### config.mk
export PLATFORM = sky130hd
export DESIGN_NAME = param_mem
export DESIGN_NICKNAME = d
export VERILOG_FILES = /design/src/rtl/mem_pkg.sv /design/src/rtl/mem_rd_pipe.sv /design/src/rtl/param_mem.sv
export SDC_FILE = /design/constraint.sdc
export NUM_CORES = 1
export LEC_CHECK = 0
export CORE_MARGIN = 4
export CORE_UTILIZATION = 40
export CTS_CLUSTER_SIZE = 10
export DETAILED_ROUTE_END_ITERATION = 12
export DONT_BUFFER_PORTS = 1
export PLACE_DENSITY = 0.58
export SYNTH_ARGS = -nofsm -noshare
export SYNTH_HDL_FRONTEND = slang
export SYNTH_HIERARCHICAL = 1
export SYNTH_SLANG_ARGS = --single-unit
### constraint.sdc
create_clock -name clk -period 3.29 [get_ports clk]
set_input_delay 0.4935 -clock clk [delete_from_list [all_inputs] [get_ports clk]]
set_output_delay 0.4935 -clock clk [all_outputs]
set_load 0.01 [all_outputs]
### src/rtl/mem_pkg.sv
// Shared types and constants for the param_mem register-array memory.
package mem_pkg;

  // Clear engine state: IDLE serves requests, CLEAR sweeps the array.
  typedef enum logic {
    IDLE  = 1'b0,
    CLEAR = 1'b1
  } state_e;

  localparam int RD_LATENCY_MIN = 1;
  localparam int RD_LATENCY_MAX = 3;

  // Number of byte strobes covering one data word.
  function automatic int strb_width(input int data_width);
    return data_width / 8;
  endfunction

endpackage

### src/rtl/mem_rd_pipe.sv
// Read-data delay line: LATENCY register stages carrying {valid, data}.
// Data in a stage only loads alongside a valid beat, so the output data
// holds its last read value whenever out_valid is low.
module mem_rd_pipe #(
  parameter int LATENCY = 1,
  parameter int WIDTH   = 8
) (
  input  logic             clk,
  input  logic             reset,
  input  logic             in_valid,
  input  logic [WIDTH-1:0] in_data,
  output logic             out_valid,
  output logic [WIDTH-1:0] out_data
);

  logic             valid_q [LATENCY];
  logic [WIDTH-1:0] data_q  [LATENCY];

  // Shift valid every cycle; advance data only with a valid beat.
  always_ff @(posedge clk or negedge reset) begin
    if (!reset) begin
      for (int i = 0; i < LATENCY; i++) begin
        valid_q[i] <= 1'b0;
        data_q[i]  <= '0;
      end
    end else begin
      valid_q[0] <= in_valid;
      if (in_valid) data_q[0] <= in_data;
      for (int i = 1; i < LATENCY; i++) begin
        valid_q[i] <= valid_q[i-1];
        if (valid_q[i-1]) data_q[i] <= data_q[i-1];
      end
    end
  end

  assign out_valid = valid_q[LATENCY-1];
  assign out_data  = data_q[LATENCY-1];

endmodule

### src/rtl/param_mem.sv
// Parametrised single-port register-array memory with byte strobes,
// configurable read latency, protocol-error pulse and a clear engine.
//
// Request semantics: requests are level-sampled at each rising edge; there
// is no ready. In IDLE exactly one of wr_en / rd_en / clr_req is accepted.
// clr_req beats wr_en/rd_en (the other request is dropped, err pulses);
// wr_en with rd_en performs nothing and pulses err. While busy, wr_en/rd_en
// are dropped with err, clr_req is silently ignored. err and rd_valid are
// single-cycle pulses; rd_valid follows the accept edge by the pipeline
// depth (the accept edge loads the first stage).
module param_mem
  import mem_pkg::*;
#(
  parameter int                    ADDR_WIDTH = 2,
  parameter int                    DATA_WIDTH = 8,
  parameter int                    RD_LATENCY = 1,
  parameter logic [DATA_WIDTH-1:0] INIT_VALUE = '0
) (
  input  logic                              clk,
  input  logic                              reset,
  input  logic [ADDR_WIDTH-1:0]             addr,
  input  logic                              wr_en,
  input  logic                              rd_en,
  input  logic [DATA_WIDTH-1:0]             wdata,
  input  logic [strb_width(DATA_WIDTH)-1:0] wstrb,
  input  logic                              clr_req,
  output logic [DATA_WIDTH-1:0]             rdata,
  output logic                              rd_valid,
  output logic                              busy,
  output logic                              err,
  output state_e                            state_dbg
);

  localparam int DEPTH  = 2 ** ADDR_WIDTH;
  localparam int STRB_W = strb_width(DATA_WIDTH);

  if (RD_LATENCY < RD_LATENCY_MIN || RD_LATENCY > RD_LATENCY_MAX) begin : g_lat_check
    $error("param_mem: RD_LATENCY must lie in 1..3");
  end
  if (DATA_WIDTH % 8 != 0) begin : g_width_check
    $error("param_mem: DATA_WIDTH must be a multiple of 8");
  end

  state_e                  state_q, state_d;
  logic [ADDR_WIDTH-1:0]   clr_cnt_q;
  logic                    err_q;
  logic                    idle;
  logic                    wr_acc;
  logic                    rd_acc;
  logic                    clr_start;
  logic                    clr_last;
  logic                    err_d;
  logic [DATA_WIDTH-1:0]   mem_q [DEPTH];

  assign idle      = (state_q == IDLE);
  assign clr_start = idle & clr_req;
  assign wr_acc    = idle & wr_en & ~rd_en & ~clr_req;
  assign rd_acc    = idle & rd_en & ~wr_en & ~clr_req;
  assign clr_last  = (clr_cnt_q == ADDR_WIDTH'(DEPTH - 1));

  // Rejected request: collision, clear pre-empting a request, or busy.
  assign err_d = idle ? ((clr_req & (wr_en | rd_en)) | (wr_en & rd_en))
                      : (wr_en | rd_en);

  // Next-state logic for the clear engine.
  always_comb begin
    state_d = state_q;
    case (state_q)
      IDLE:    if (clr_req)  state_d = CLEAR;
      CLEAR:   if (clr_last) state_d = IDLE;
      default: state_d = IDLE;
    endcase
  end

  // Control registers: FSM state, clear address counter, error pulse.
  always_ff @(posedge clk or negedge reset) begin
    if (!reset) begin
      state_q   <= IDLE;
      clr_cnt_q <= '0;
      err_q     <= 1'b0;
    end else begin
      state_q <= state_d;
      err_q   <= err_d;
      if (clr_start)               clr_cnt_q <= '0;
      else if (state_q == CLEAR)   clr_cnt_q <= clr_cnt_q + 1'b1;
    end
  end

  // Array update: clear sweep has priority, otherwise strobed byte writes.
  always_ff @(posedge clk) begin
    if (state_q == CLEAR) begin
      mem_q[clr_cnt_q] <= INIT_VALUE;
    end else if (wr_acc) begin
      for (int b = 0; b < STRB_W; b++) begin
        if (wstrb[b]) mem_q[addr][8*b +: 8] <= wdata[8*b +: 8];
      end
    end
  end

  // Array is sampled at the accept edge, so a read returns the pre-edge value.
  mem_rd_pipe #(
    .LATENCY (RD_LATENCY),
    .WIDTH   (DATA_WIDTH)
  ) u_rd_pipe (
    .clk       (clk),
    .reset     (reset),
    .in_valid  (rd_acc),
    .in_data   (mem_q[addr]),
    .out_valid (rd_valid),
    .out_data  (rdata)
  );

  assign busy      = (state_q == CLEAR);
  assign err       = err_q;
  assign state_dbg = state_q;

endmodule
# Word-level counts from Yosys, hierarchy flattened
# Memories as Yosys holds them, arrays and structs flattened. A register that Yosys moved wholly into a read port is not among the register bits.
# Cells that the tools add are included.
# word_totals
input_bits	16
register_bits	5
elab_cells	40
n_memories	1
ramBits	32
# op_classes
bitwise_logic	15
n_addsub	1
n_eq_ne	1
n_reduce_logical	3
n_mux	15
# mem_list
name	words	width	rd	rd_clocked_by_memory_dff	write_ports	line	text
mem_q	4	8	1	1	1	param_mem.sv:53	logic [DATA_WIDTH-1:0] mem_q [DEPTH];
# op_table
op	n
1-bit two-way mux	10
1-bit AND	9
8-bit two-way mux	1
8-bit OR reduction	1
2-bit two-way mux	3
1-bit inverter	4
2-bit by 1-bit adder with 2-bit output, second input constant	1
2-bit equality test, second input constant	1
1-bit bitwise OR	2
1-bit one-hot mux with 2 select lines	1
2-bit nonzero test	1
1-bit zero test	1

# Longest topological paths before layout
# logic_depth
depth_word	9
ltp_mapped	3
mapped_depth_nobuf	2

# Modules after synthesis
# Netlist, hierarchy kept.
# modules_own_cells
module	seq_area_each_um2	area_per_inst_um2	cells_each	n_inst
param_mem	1061.0	1475.2	78	1
mem_rd_pipe	225.2	356.6	18	1

# Worst setup path after synthesis
# Ideal clock, no wire load.
# synth_path
path_type	input port to flip-flop
start	input port addr[0]
end	memory mem_q[0][0] (enable)
path_slack_ns	1.295
arrival_time_ns	1.618
required_ns	2.914
cell_stages	3
cell_sequence	buf_2 > or3b_2 > o22ai_1
# synth_between
elab_chain_len	1
# synth_rtl
element	line	text
from (decl)	param_mem.sv:21	input logic [ADDR_WIDTH-1:0] addr,
2-bit two-way mux (no line)	--	
to (decl)	param_mem.sv:53	
# Every way passes these cells.

# Worst setup path in the final report
# layout_path
start	register state_q (netlist: busy)
end	memory mem_q[1][1] (enable)
# layout_between
elab_chain_len	9
word_cells_on_any_way	12
# layout_rtl
element	line	text
from (decl)	param_mem.sv:44	state_e state_q, state_d;
from (signal assigned)	param_mem.sv:82	state_q <= state_d;
1-bit inverter	param_mem.sv:55	assign idle = (state_q == IDLE);
1-bit AND (3 in a row)	param_mem.sv:57	assign wr_acc = idle & wr_en & ~rd_en & ~clr_req;
1-bit two-way mux	param_mem.sv:93	end else if (wr_acc) begin
1-bit two-way mux	param_mem.sv:91	if (state_q == CLEAR) begin
1-bit two-way mux (implied by the code)	param_mem.sv:95	if (wstrb[b]) mem_q[addr][8*b +: 8] <= wdata[8*b +: 8];
8-bit OR reduction (no line)	--	
2-bit two-way mux (no line) / 1-bit two-way mux (equally long branches)	--	
# Several ways; a longest one is shown, not always the timed one.

==> impl_metrics.sql <==
INSERT INTO impl_metrics (metric_group, metric, value, unit) VALUES
('status', 'status', 'finished clean', ''),
('timing', 'final.period_utilization', '68.3', '%'),
('timing', 'slew_headroom', '43.4', '%'),
('placed_design', 'gp_congestion', '0.718', ''),
('clock_tree', 'tritoncts.num_buffers', '5', ''),
('routing', 'post_drt_wl_per_cell', '19.8', 'µm'),
('yosys', 'yosysSeqAreaShare', '70.2', '%'),
('yosys', 'combinational_family_with_the_most_area_after_synthesis', 'multiplexers', ''),
('timing', 'setup_tns', '0', 'ps'),
('setup_path', 'worstPathArrival', '2170', 'ps'),
('timing', 'timing.clock.skew', '2.97', 'ps'),
('placed_design', 'place_hpwl', '2280', 'µm'),
('placed_design', 'post-place-ws', '1040', 'ps'),
('timing', 'timing.final.setup_violations', '0', ''),
('final_layout', 'number_of_fill_cells_in_the_layout', '365', ''),
('timing', 'shortest_clock_period_the_worst_path_allows_after_layout', '2250', 'ps'),
('yosys', 'synth_simple_gate_area_share', '7.31', '%'),
('timing', 'transition_time_of_the_tightest_slew_check_pin', '849', 'ps'),
('routing', 'totalWireLength', '3040', 'µm'),
('setup_path', 'cp_cell_sequence', 'or4b_4 > o22ai_1', ''),
('setup_path', 'timing.critical_path.slowest_cell_delay', '690', 'ps'),
('timing', 'drv_slew', '0', ''),
('clock_tree', 'clock_slew_seen_by_the_registers_of_the_worst_setup_and_hold_paths', '80', 'ps'),
('setup_path', 'worst_setup_path_end_kind', 'flop', ''),
('global_route', 'use_met2', '15.7', '%'),
('yosys', 'synth_fa_ha_area_share', '0.683', '%'),
('global_route', 'grtUsageTotal', '12.1', '%'),
('setup_path', 'critPathMaxFanout', '10', ''),
('final_layout', 'insertedDiodeCount', '0', ''),
('yosys', 'ys_ff_latch', '45', ''),
('yosys', 'share_of_the_synthesized_netlist_area_taken_by_xor_and_xnor_gates', '0', '%'),
('die', 'die_span_in_x', '75.7', 'µm'),
('setup_path', 'type_of_element_launching_the_critical_path', 'flop', ''),
('yosys', 'mappedNetlistNets', '113', ''),
('yosys', 'yosys_warnings', '6', ''),
('clock_tree', 'cts_tree', 'done', ''),
('die', 'placement_rows', '24', ''),
('clock_tree', 'clkSinkCount', '45', ''),
('global_route', 'grt_start_max_net_pins', '16', ''),
('timing', 'hold_viol_final', '0', ''),
('final_layout', 'area_delta_synth_final', '10.5', '%'),
('setup_path', 'timing_worst_setup_path_type', 'flop to flop', ''),
('run', 'cap_viol_max_count', '0', ''),
('timing', 'max_clock_freq', '0.445', 'GHz'),
('yosys', 'synthesis.instances', '96', ''),
('setup_path', 'timing.critical_path.slowest_stage_cell', 'sky130_fd_sc_hd__o22ai_1', ''),
('timing', 'holdWs', '326', 'ps'),
('die', 'floorplan.initialDensity', '41.8', '%'),
('clock_tree', 'buffer_depth_of_the_longest_clock_path', '2', ''),
('die', 'design.portCount', '28', ''),
('global_route', 'met3_capacity_usage_during_global_routing', '5.41', '%'),
('clock_tree', 'worstSkewPairLatency', '290', 'ps'),
('yosys', 'fraction_of_the_mapped_netlist_area_in_compound_gates', '3.48', '%'),
('power', 'combPwrFrac', '17.1', '%'),
('placed_design', 'port_buffers', '0', ''),
('setup_path', 'cp_required', '3220', 'ps'),
('power', 'power_report.internal_total', '1.31', 'mW'),
('timing', 'unrepaired_setup_endpoints_after_global_routing', 'no', ''),
('yosys', 'post_synth_num_cell_types', '25', ''),
('yosys', 'post_synth_mux_area_share', '16.4', '%'),
('power', 'ir_worst_vdd', '0.276', 'mV'),
('global_route', 'remaining_global_route_overflow', '0', ''),
('routing', 'dr.first_iter.drc_count', '25', ''),
('yosys', 'postSynthAreaPerCell', '19.1', 'µm²'),
('global_route', 'use_met1', '17.5', '%'),
('clock_tree', 'cts_max_level', '2', ''),
('routing', 'via_count', '848', ''),
('final_layout', 'non_filler_cells_in_the_finished_layout', '153', ''),
('global_route', 'busiest_layer', 'met1', ''),
('global_route', 'antenna_found_initial', '0', ''),
('min_path', 'hold_class', 'input pin to flop', '');
## repair_timing
action                                  CTS  global route
gates resized for setup                   0             0
hold buffers                              1             0
hold endpoints to repair                 13             0
endpoints found under the setup margin    0             0
## synth_stat cells (all sizes together)
library cell,n,share of area (%)
o32ai,1,0.89
mux4,8,9.8
and3,8,2.7
nor4b,2,1.3
clkbuf,2,0.41
buf,3,1.3
mux2,8,6.6
nor2,2,0.41
a22o,1,0.48
dfrtp,13,18
ha,1,0.68
a21bo,1,0.55
or4b,1,0.75
edfxtp,32,52
nand2,3,0.61
or3b,1,0.48
nand3,1,0.27
inv,1,0.20
nand3b,1,0.41
nand2b,1,0.34
o22ai,3,1.0
a21oi,2,0.55
## critical path: cells and delay by family (launching register included)
| family | cells | cell delay [ps] |
|---|---|---|
| flops | 1 | 560 |
| simple gates | 1 | 620 |
| compound gates | 1 | 690 |
## power by group through the flow
stage          sequential [mW]  clock, mW  combinational [mW]
2_1_floorplan            0.943          0               0.271
3_3_place_gp             0.985          0               0.292
3_5_place_dp             0.992          0               0.302
4_1_cts                  0.979      0.496               0.306
5_1_grt                   1.00      0.520               0.333
6_report                 0.975      0.483               0.301
## per-layer routing
| layer | share of wire [%] | vias up |
|---|---|---|
| li1 | - | 391 |
| met1 | 50 | 426 |
| met2 | 42 | 24 |
| met4 | 2.0 | 0 |
| met3 | 5.7 | 7 |
| met5 | 0 | - |
## worst paths after layout
| check | from | endpoint | slack, ps | cells after the start |
|---|---|---|---|---|
| min reg2reg | clr_cnt_q[0] | clr_cnt_q[0] | 560 | 1 |
| max in group asynchronous | reset | u_rd_pipe/out_data[0] | 2310 | 1 |
| max reg2reg | busy | mem_q[1][1] | 1040 | 2 |
| min in group asynchronous | reset | busy | 620 | 1 |
| max | busy | mem_q[1][1] | 1040 | 2 |
| min | wr_en | err | 330 | 2 |
## flip-flops by register name (all words and copies together), names as in the netlist
name                 cells
busy                     1
u_rd_pipe/out_valid      1
mem_q                   32
u_rd_pipe/out_data       8
err                      1
clr_cnt_q                2
## final cells by class
type	instances	area, µm²	share of cell area, %
clock buffers	5	68.8	3.40
flip-flops and latches	45	1290	63.6
repair buffers	2	17.5	0.866
clock inverters	3	65.1	3.22
well taps	52	65.1	3.22
multi-input cells	45	517	25.5
inverters	1	3.75	0.186
## per-stage QoR
stage,utilization (%),cell area (µm²)
finish,46.1,2020
global route,46.1,2020
CTS,46.1,2020
detailed placement,42.9,1880
global placement,42.9,1880
floorplan,-,1830
## cells by family (layout without fill, tap and decap cells)
kind of cell / after synthesis / count (layout)
fa+ha+maj: 1 / 1
flops: 45 / 45
mux: 16 / 16
simple gates: 20 / 20
compound gates: 8 / 8
buf+inv: 6 / 11
(Power assumes the default switching activity.)
